==> src/rtl/lif_row_snapshot.sv <==
// ---------------------------------------------------------------------------
// lif_row_snapshot
//
// Readout stage for one row of lif cells. A snap_req in IDLE freezes the
// 4-bit state of all NCELLS cells into a snapshot register. The frozen
// nibbles are then streamed out, cell 0 first, over a valid/ready handshake.
// While streaming, the number of set state bits (the particle count) is
// accumulated. After the last transfer there is one DONE cycle that
// publishes the total and bumps the frame counter.
//
// Ports
//   clk           clock
//   rst_n         synchronous active-low reset
//   cells_in      concatenated cell states, cell i = cells_in[4i+3:4i]
//   snap_req      capture request, sampled on every rising edge
//   out_data      nibble of the cell currently offered
//   out_valid     out_data is valid (high throughout SEND)
//   out_ready     consumer accepts out_data when high with out_valid
//   out_last      high with out_valid on cell NCELLS-1
//   busy          high in SEND and DONE
//   pop_count     particle total of the last completed snapshot
//   count_valid   one-cycle pulse when pop_count updates (the DONE cycle)
//   snap_dropped  one-cycle pulse after a snap_req seen while busy
//   frames_sent   completed snapshots, wraps 255 -> 0
// ---------------------------------------------------------------------------
module lif_row_snapshot #(
    parameter int NCELLS = 8,
    parameter int CNT_W  = $clog2(4 * NCELLS + 1)
) (
    input  logic                  clk,
    input  logic                  rst_n,
    input  logic [4*NCELLS-1:0]   cells_in,
    input  logic                  snap_req,
    output logic [3:0]            out_data,
    output logic                  out_valid,
    input  logic                  out_ready,
    output logic                  out_last,
    output logic                  busy,
    output logic [CNT_W-1:0]      pop_count,
    output logic                  count_valid,
    output logic                  snap_dropped,
    output logic [7:0]            frames_sent
);

    localparam int IDX_W = (NCELLS > 1) ? $clog2(NCELLS) : 1;
    localparam logic [IDX_W-1:0] LAST_IDX = IDX_W'(NCELLS - 1);

    typedef enum logic [1:0] {
        S_IDLE = 2'd0,
        S_SEND = 2'd1,
        S_DONE = 2'd2
    } state_t;

    state_t                state_q, state_d;
    logic [4*NCELLS-1:0]   snap_q, snap_d;
    logic [IDX_W-1:0]      idx_q, idx_d;
    logic [CNT_W-1:0]      acc_q, acc_d;
    logic [CNT_W-1:0]      pop_count_q, pop_count_d;
    logic                  count_valid_q, count_valid_d;
    logic                  snap_dropped_q, snap_dropped_d;
    logic [7:0]            frames_q, frames_d;

    // Split the frozen snapshot into per-cell nibbles for indexed readout.
    logic [3:0] cell_nib [NCELLS];

    genvar gi;
    generate
        for (gi = 0; gi < NCELLS; gi++) begin : g_nib
            assign cell_nib[gi] = snap_q[4*gi +: 4];
        end
    endgenerate

    logic [2:0]       nib_pop;
    logic [CNT_W-1:0] acc_sum;
    logic             at_last;

    assign out_data  = cell_nib[idx_q];
    assign at_last   = (idx_q == LAST_IDX);
    assign nib_pop   = {2'b00, out_data[0]} + {2'b00, out_data[1]}
                     + {2'b00, out_data[2]} + {2'b00, out_data[3]};
    // Accumulator including the nibble offered this cycle; used both for the
    // running sum and, on the last transfer, for the published total.
    assign acc_sum   = acc_q + CNT_W'(nib_pop);

    always_comb begin
        state_d        = state_q;
        snap_d         = snap_q;
        idx_d          = idx_q;
        acc_d          = acc_q;
        pop_count_d    = pop_count_q;
        count_valid_d  = 1'b0;
        snap_dropped_d = 1'b0;
        frames_d       = frames_q;

        case (state_q)
            S_IDLE: begin
                if (snap_req) begin
                    snap_d  = cells_in;
                    idx_d   = '0;
                    acc_d   = '0;
                    state_d = S_SEND;
                end
            end
            S_SEND: begin
                snap_dropped_d = snap_req;
                if (out_ready) begin
                    acc_d = acc_sum;
                    if (at_last) begin
                        // Publish on the edge into DONE so the DONE cycle
                        // already shows the final total and frame count.
                        state_d       = S_DONE;
                        pop_count_d   = acc_sum;
                        count_valid_d = 1'b1;
                        frames_d      = frames_q + 8'd1;
                    end else begin
                        idx_d = idx_q + IDX_W'(1);
                    end
                end
            end
            S_DONE: begin
                snap_dropped_d = snap_req;
                state_d        = S_IDLE;
            end
            default: begin
                state_d = S_IDLE;
            end
        endcase
    end

    always_ff @(posedge clk) begin
        if (!rst_n) begin
            state_q        <= S_IDLE;
            snap_q         <= '0;
            idx_q          <= '0;
            acc_q          <= '0;
            pop_count_q    <= '0;
            count_valid_q  <= 1'b0;
            snap_dropped_q <= 1'b0;
            frames_q       <= 8'd0;
        end else begin
            state_q        <= state_d;
            snap_q         <= snap_d;
            idx_q          <= idx_d;
            acc_q          <= acc_d;
            pop_count_q    <= pop_count_d;
            count_valid_q  <= count_valid_d;
            snap_dropped_q <= snap_dropped_d;
            frames_q       <= frames_d;
        end
    end

    assign out_valid    = (state_q == S_SEND);
    assign out_last     = (state_q == S_SEND) && at_last;
    assign busy         = (state_q != S_IDLE);
    assign pop_count    = pop_count_q;
    assign count_valid  = count_valid_q;
    assign snap_dropped = snap_dropped_q;
    assign frames_sent  = frames_q;

endmodule

==> config.mk <==
export PLATFORM = sky130hd
export DESIGN_NAME = lif_row_snapshot
export DESIGN_NICKNAME = d
export VERILOG_FILES = /design/src/rtl/lif_row_snapshot.sv
export SDC_FILE = /design/constraint.sdc
export NUM_CORES = 1
export LEC_CHECK = 0
export ABC_AREA = 0
export CAP_MARGIN = 10
export CORE_MARGIN = 2
export CORE_UTILIZATION = 40
export CTS_CLUSTER_DIAMETER = 40
export DETAILED_ROUTE_END_ITERATION = 10
export PLACE_DENSITY = 0.73
export SLEW_MARGIN = 20
export SYNTH_ARGS = -nofsm -noshare
export SYNTH_HDL_FRONTEND = slang
export SYNTH_SLANG_ARGS = --single-unit
==> constraint.sdc <==
create_clock -name clk -period 3.2 [get_ports clk]
set_clock_uncertainty 0.05 [all_clocks]
set_input_delay 0.48 -clock clk [delete_from_list [all_inputs] [get_ports clk]]
set_output_delay 0.48 -clock clk [all_outputs]
set_load 0.01 [all_outputs]
=== Word level (Yosys, flattened, before mapping) ===
Index checks and enable logic that the tools add are counted.
W data, S select, Z words.

* $add $sub $neg: 6
* Bitwise operators: 1
* Multiplexer cells: 15
* Equal/unequal tests: 7
* $lt $le $gt $ge: 1
* Reduce and logical (&&, ||, !) cells: 12

{| class="wikitable"
|+ Operators with widths
! cell !! number
|-
| $bmux W4 S3 || 1
|-
| $mux W6 || 2
|-
| $pmux W6 S2 || 1
|-
| $reduce_and A3 Y1 || 4
|-
| $mux W3 || 3
|-
| $add A8 B1 Y8 const B || 1
|-
| $mux W4 || 2
|-
| $add A6 B3 Y6 || 1
|-
| $mux W2 || 3
|-
| $pmux W3 S2 || 1
|-
| $ge A4 B4 Y1 const B || 1
|-
| $ne A2 B1 Y1 const B || 2
|-
| $ne A2 B2 Y1 const B || 2
|-
| $not A3 Y4 || 1
|-
| $pmux W2 S2 || 1
|-
| $reduce_and A2 Y1 || 2
|-
| $reduce_and A4 Y1 || 1
|-
| $reduce_bool A2 Y1 || 2
|-
| $add A2 B1 Y3 || 1
|-
| $add A3 B1 Y3 || 1
|-
| $add A3 B1 Y3 const B || 1
|-
| $eq A3 B3 Y1 const B || 1
|-
| $add A1 B1 Y2 || 1
|-
| $eq A2 B1 Y1 const B || 1
|-
| other kinds (5) || 5
|}

* Output and inout port bits: 23
* Word-level logic and storage cells: 50
* Register bits: 59
* Bits of input ports: 36

=== Longest topological paths before layout ===
* Depth in word-level cells: 10
* Depth in mapped cells: 9

=== Worst setup path after synthesis ===
OpenSTA, ideal clock, no wires.

* Path type: flip-flop to flip-flop
* Start: register idx_q[0]
* End: register acc_q[4]
* Library setup time: 0.130 ns
* Clock period less this slack: 3.243 ns
* Data arrival time: 3.063 ns
* Setup slack: -0.043 ns
* Path buffers: 1
* Cell stages (with the launch flop): 10
* Cells stage by stage: dfxtp_1 > buf_6 > mux4_1 > mux2_2 > fa_1 > fa_1 > fa_1 > nand3_1 > xor2_1 > o22ai_1

* Longest elaborated chain between the ends: 10

{| class="wikitable"
|+ Ends and longest elaborated chain
! item !! line !! text
|-
| start: declaration || 56 || <nowiki>logic [IDX_W-1:0] idx_q, idx_d;</nowiki>
|-
| start signal: assignment || 143 || <nowiki>idx_q <= idx_d;</nowiki>
|-
| $not A3 Y4 (not written as such) || 77 || <nowiki>assign out_data = cell_nib[idx_q];</nowiki>
|-
| $bmux W4 S3 || 77 ||
|-
| $mux W4 (not written as such) (2 in a row) || 77 ||
|-
| via out_data[0] || 34 || <nowiki>output logic [3:0] out_data,</nowiki>
|-
| $add A1 B1 Y2 || 79 || <nowiki>assign nib_pop = {2'b00, out_data[0]} + {2'b00, out_data[1]}</nowiki>
|-
| $add A2 B1 Y3 || 80 || <nowiki>+ {2'b00, out_data[2]} + {2'b00, out_data[3]};</nowiki>
|-
| $add A3 B1 Y3 || 80 ||
|-
| $add A6 B3 Y6 || 83 || <nowiki>assign acc_sum = acc_q + CNT_W'(nib_pop);</nowiki>
|-
| $mux W6 || 106 || <nowiki>if (out_ready) begin</nowiki>
|-
| $pmux W6 S2 || 95 || <nowiki>case (state_q)</nowiki>
|-
| end signal: assignment || 135 || <nowiki>acc_q <= '0;</nowiki>
|-
| end signal: assignment || 144 || <nowiki>acc_q <= acc_d;</nowiki>
|-
| end: declaration || 57 || <nowiki>logic [CNT_W-1:0] acc_q, acc_d;</nowiki>
|}

The timed path passes the listed nets, and every way through them passes these cells. The select of a mux whose other input is x is not followed.
A chain may end at the register's enable or synchronous reset.

=== Worst setup path in the final report ===
* Start: register idx_q[0]
* End: register acc_q[4]

* Longest elaborated chain between the ends: 10

{| class="wikitable"
|+ Ends and longest elaborated chain
! item !! line
|-
| $not A3 Y4 (not written as such) (*) || 77
|-
| $bmux W4 S3 (*) || 77
|-
| $mux W4 (not written as such) (*) (2 in a row) || 77
|-
| $add A1 B1 Y2 || 79
|-
| $add A2 B1 Y3 || 80
|-
| $add A3 B1 Y3 (*) || 80
|-
| $add A6 B3 Y6 (*) || 83
|-
| $mux W6 (*) || 106
|-
| $pmux W6 S2 (*) || 95
|}

Mark *: on every way between the ends. The rest lies on a longest branch, timed or not. The select of a mux whose other input is x is not followed.

==> summary.md <==
| Metric | Value |
|---|---|
| Status | `complete, no violations` |
| R2R cell count | `8` |
| Met1 usage | `between 20% and 30%` |
| Fill count | `approximately 580` |
| WP data arrival | `3.25 ns` |
| Chip Height | `roughly 85 um` |
| Antenna diode count | `0` |
| Worst setup SP type | `register` |
| Sequential fraction of the synthesis area | `44.8%` |
| Setup violations, final | `0` |
| Fin crit period | `slightly above 3 ns` |
| Final hold violation count | `0` |
| H-tree depth | `3` |
| Relative slew slack | `roughly a third` |
| Tot Pwr | `1.61 mW` |
| Pre-CTS setup slack | `-0.170 ns` |
| CTS tree | `built` |
| Clock tree buffer depth | `2` |
| Root Driver | `clkbuf_8` |
| Max_cap viols | `0` |
| TritonRoute pass-1 iters | `4` |
| Final Max Tran Viols | `0` |
| Critical-path top delay cell | `mux4_2` |
| Peak per-stage delay on the critical path | `around 0.52 ns` |
| Peak supply drop | `between 0.2 and 0.25 mV` |
| Layout Nets | `397` |
| WL per Instance | `between 10 and 15 um` |
| Grt ovf | `0` |
| Final WS setup | `0.108 ns` |
| Routability cong. | `approximately 0.8` |
| First-pass GRT wire length | `9480 um` |
| Global Route Usage Sum | `roughly 16%` |
| Leakage | `around 1.3 nW` |
| Clk slew on worst S/H paths | `roughly 0.07 ns` |
| Post-Layout Cell Count | `~430` |
| WP data required | `3.36 ns` |
| Clk_lat worst skew | `0.34 ns` |
| Most used cell, CP | `fa_2` |
| Synth-to-layout area growth | `32.7%` |
| Syn Std Cell Area | `roughly 0.0026 sq mm` |
| Main synth FF type | `dfxtp_1` |
| Largest net degree at the start of global routing | `33` |
| Most Crowded Layer GR | `met2` |
| Met2 Use GR | `about a quarter` |
| Synthesized net count | `around 340` |
| Core area | `between 0.006 and 0.007 sq mm` |
| Syn Area/Cell | `~9 sq um` |
| Placement Cell Area | `0.00330 sq mm` |
| #FFs+latches synth | `59` |
| Via density | `5.11` |
| GR Util met3 | `under 10%` |
| Setup TNS | `0 ns` |
| Vias | `between 2k and 2.5k` |
| DIE AREA | `0.00726 sq mm` |
| Unique cell type count in the Yosys netlist | `38` |
| Dpl cells | `approximately 420` |
| DRC Markers | `0` |
| Clock sinks | `a little under 60` |
| YS warnings | `0` |
| Vias in the first global route | `between 2k and 2.5k` |
| CP Capture Type | `register` |
| TritonCTS Buffers | `9` |
| FP Rows | `29` |
| DRT iter0 DRCs | `around 110` |
| Initial Util | `41.6%` |
| Peak Freq | `approximately 320 MHz` |
| Hold Path Stages | `2` |
| Layout cells sized above 1 | `10.9%` |
| Die width | `approximately 85 um` |
| Worst Path Max Fanout | `7` |
| Worst slew pin tran | `a little under 1 ns` |
| Io pins | `59` |
| Post-Route WL | `approximately 5700 um` |
| Hold Path Class | `reg2reg` |
| Post-synth EDFFs | `0` |
| Post-Synthesis Cells | `293` |
| Crit path cell chain | `mux4_2 > mux2_4 > fa_1 > fa_2 > fa_2 > nand3_2 > xor2_2 > o22ai_1` |
| Critical path class | `reg2reg` |
| ANT nets after route | `0` |
| Post-synth ARST share | `0%` |
| Port Buffers | `a little under 60` |
| Detailed placement HPWL | `about 4000 um` |
| Final instance area | `~0.0035 sq mm` |
| Final worst-path cycle share | `a little over nine tenths` |
| RSZ-0062 raised after global routing | `true` |
| Pwr dens | `approximately 460 mW/mm^2` |
| Initial antenna violation count | `0` |
==> kinds of logic after synthesis <==
kind of cell,count (synthesis),synth area share (%)
and+or+nand+nor,116,19.0
AOI/OAI and AO/OA,59,12.4
DFF,59,44.8
buffers and inverters,24,4.17
muxes,16,11.2
xor gates and xnor gates,10,3.32
adders and majority gates,9,5.12
==> power breakdown <==
group,total (mW),switching [mW],internal [mW]
combinational,0.212,0.102,0.111
sequential,0.782,0.0175,0.764
clock,0.613,0.296,0.317
total,1.61,0.415,1.19
==> layout make-up <==
| type | instances | area (sq um) | share of cell area (%) |
|---|---|---|---|
| Multi-Input combinational cell | 210 | 1370 | 39.0 |
| Sequential cell | 59 | 1180 | 33.8 |
| Timing Repair Buffer | 66 | 653 | 18.7 |
| Clock buffer | 11 | 151 | 4.32 |
| Tap cell | 77 | 96.3 | 2.75 |
| Clock inverter | 5 | 27.5 | 0.786 |
| Inverter | 6 | 22.5 | 0.643 |
==> Yosys cell counts, types with 3 or more instances <==
master	count	area (sq um)
a21oi_1	42	210
and2_1	3	18.8
and3_1	3	18.8
buf_2	4	20.0
clkbuf_1	11	41.3
dfxtp_1	59	1180
fa_1	3	60.1
ha_1	6	75.1
inv_1	6	22.5
mux2_2	4	45.0
mux2i_1	4	40.0
mux4_1	8	210
nand2_1	76	285
nand3_1	3	15.0
nand4_1	4	25.0
nor2_1	14	52.6
nor3_1	3	15.0
o21ai_0	5	25.0
xnor2_1	6	52.6
xor2_1	4	35.0
==> worst max-delay path: cells and delay by family, from the launching register on <==
kind / cells / cell delay (ns)
AOI/OAI and AO/OA: 1 / 0.09
xor gates and xnor gates: 1 / 0.17
adders and majority gates: 3 / 1.32
DFF: 1 / 0.41
muxes: 2 / 0.82
and+or+nand+nor: 1 / 0.11
==> metal layers <==
| metal | share of wire, % | vias to the layer above |
|---|---|---|
| li1 | - | 1123 |
| met1 | 46 | 1017 |
| met2 | 47 | 64 |
| met3 | 5.1 | 12 |
| met4 | 2.0 | 0 |
| met5 | 0 | - |
==> repair_timing <==
item,4_1_cts,5_1_grt
setup endpoints to repair,7,4
setup buffers,0,1
hold buffers,0,0
gates cloned,0,0
pin swaps,0,5
gates resized for setup,3,10
==> stage by stage <==
step | util [%] | hold WS, ns
3_3_place_gp | 51.9 | 0.392
2_1_floorplan | - | 0.382
4_1_cts | 54.8 | 0.403
3_5_place_dp | 51.9 | 0.394
5_1_grt | 55.1 | 0.425
6_report | 55.1 | 0.402
==> sequential cells by signal (all words and copies together) (netlist names) <==
register	cells
acc_q	6
count_valid	1
idx_q	3
frames_sent	8
snap_dropped	1
pop_count	6
snap_q	32
state_q	2
==> cells in the final DEF (no fill, tap or decap), types with 2 or more instances in the layout <==
cell | synthesis | routed
clkinv_2 | 0 | 4
nand2b_1 | 2 | 2
ha_1 | 6 | 6
and3_1 | 3 | 3
o22ai_1 | 2 | 2
dfxtp_1 | 59 | 58
mux4_1 | 8 | 4
mux4_2 | 0 | 4
and2_1 | 3 | 3
xnor2_1 | 6 | 6
mux2_4 | 0 | 3
buf_4 | 2 | 7
nand2_1 | 76 | 76
a21o_1 | 2 | 2
mux2i_1 | 4 | 4
a21oi_1 | 42 | 41
xor2_1 | 4 | 3
nor3_1 | 3 | 3
a22oi_1 | 2 | 2
inv_1 | 6 | 6
nand4_1 | 4 | 4
clkdlybuf4s50_1 | 0 | 58
clkbuf_8 | 0 | 11
o21ai_0 | 5 | 5
nand4b_1 | 2 | 2
a211oi_1 | 2 | 2
fa_2 | 0 | 2
nor2_1 | 14 | 14
nand3_1 | 3 | 2
==> worst paths after layout <==
check | slack (ns) | start | endpoint
worst max register to register | 0.11 | idx_q[0] | acc_q[4]
worst min-delay path | 0.40 | snap_q[2] | snap_q[2]
worst min register to register | 0.40 | snap_q[2] | snap_q[2]
worst max-delay path | 0.11 | idx_q[0] | acc_q[4]
No activity file was read; power rests on OpenSTA's default activity.
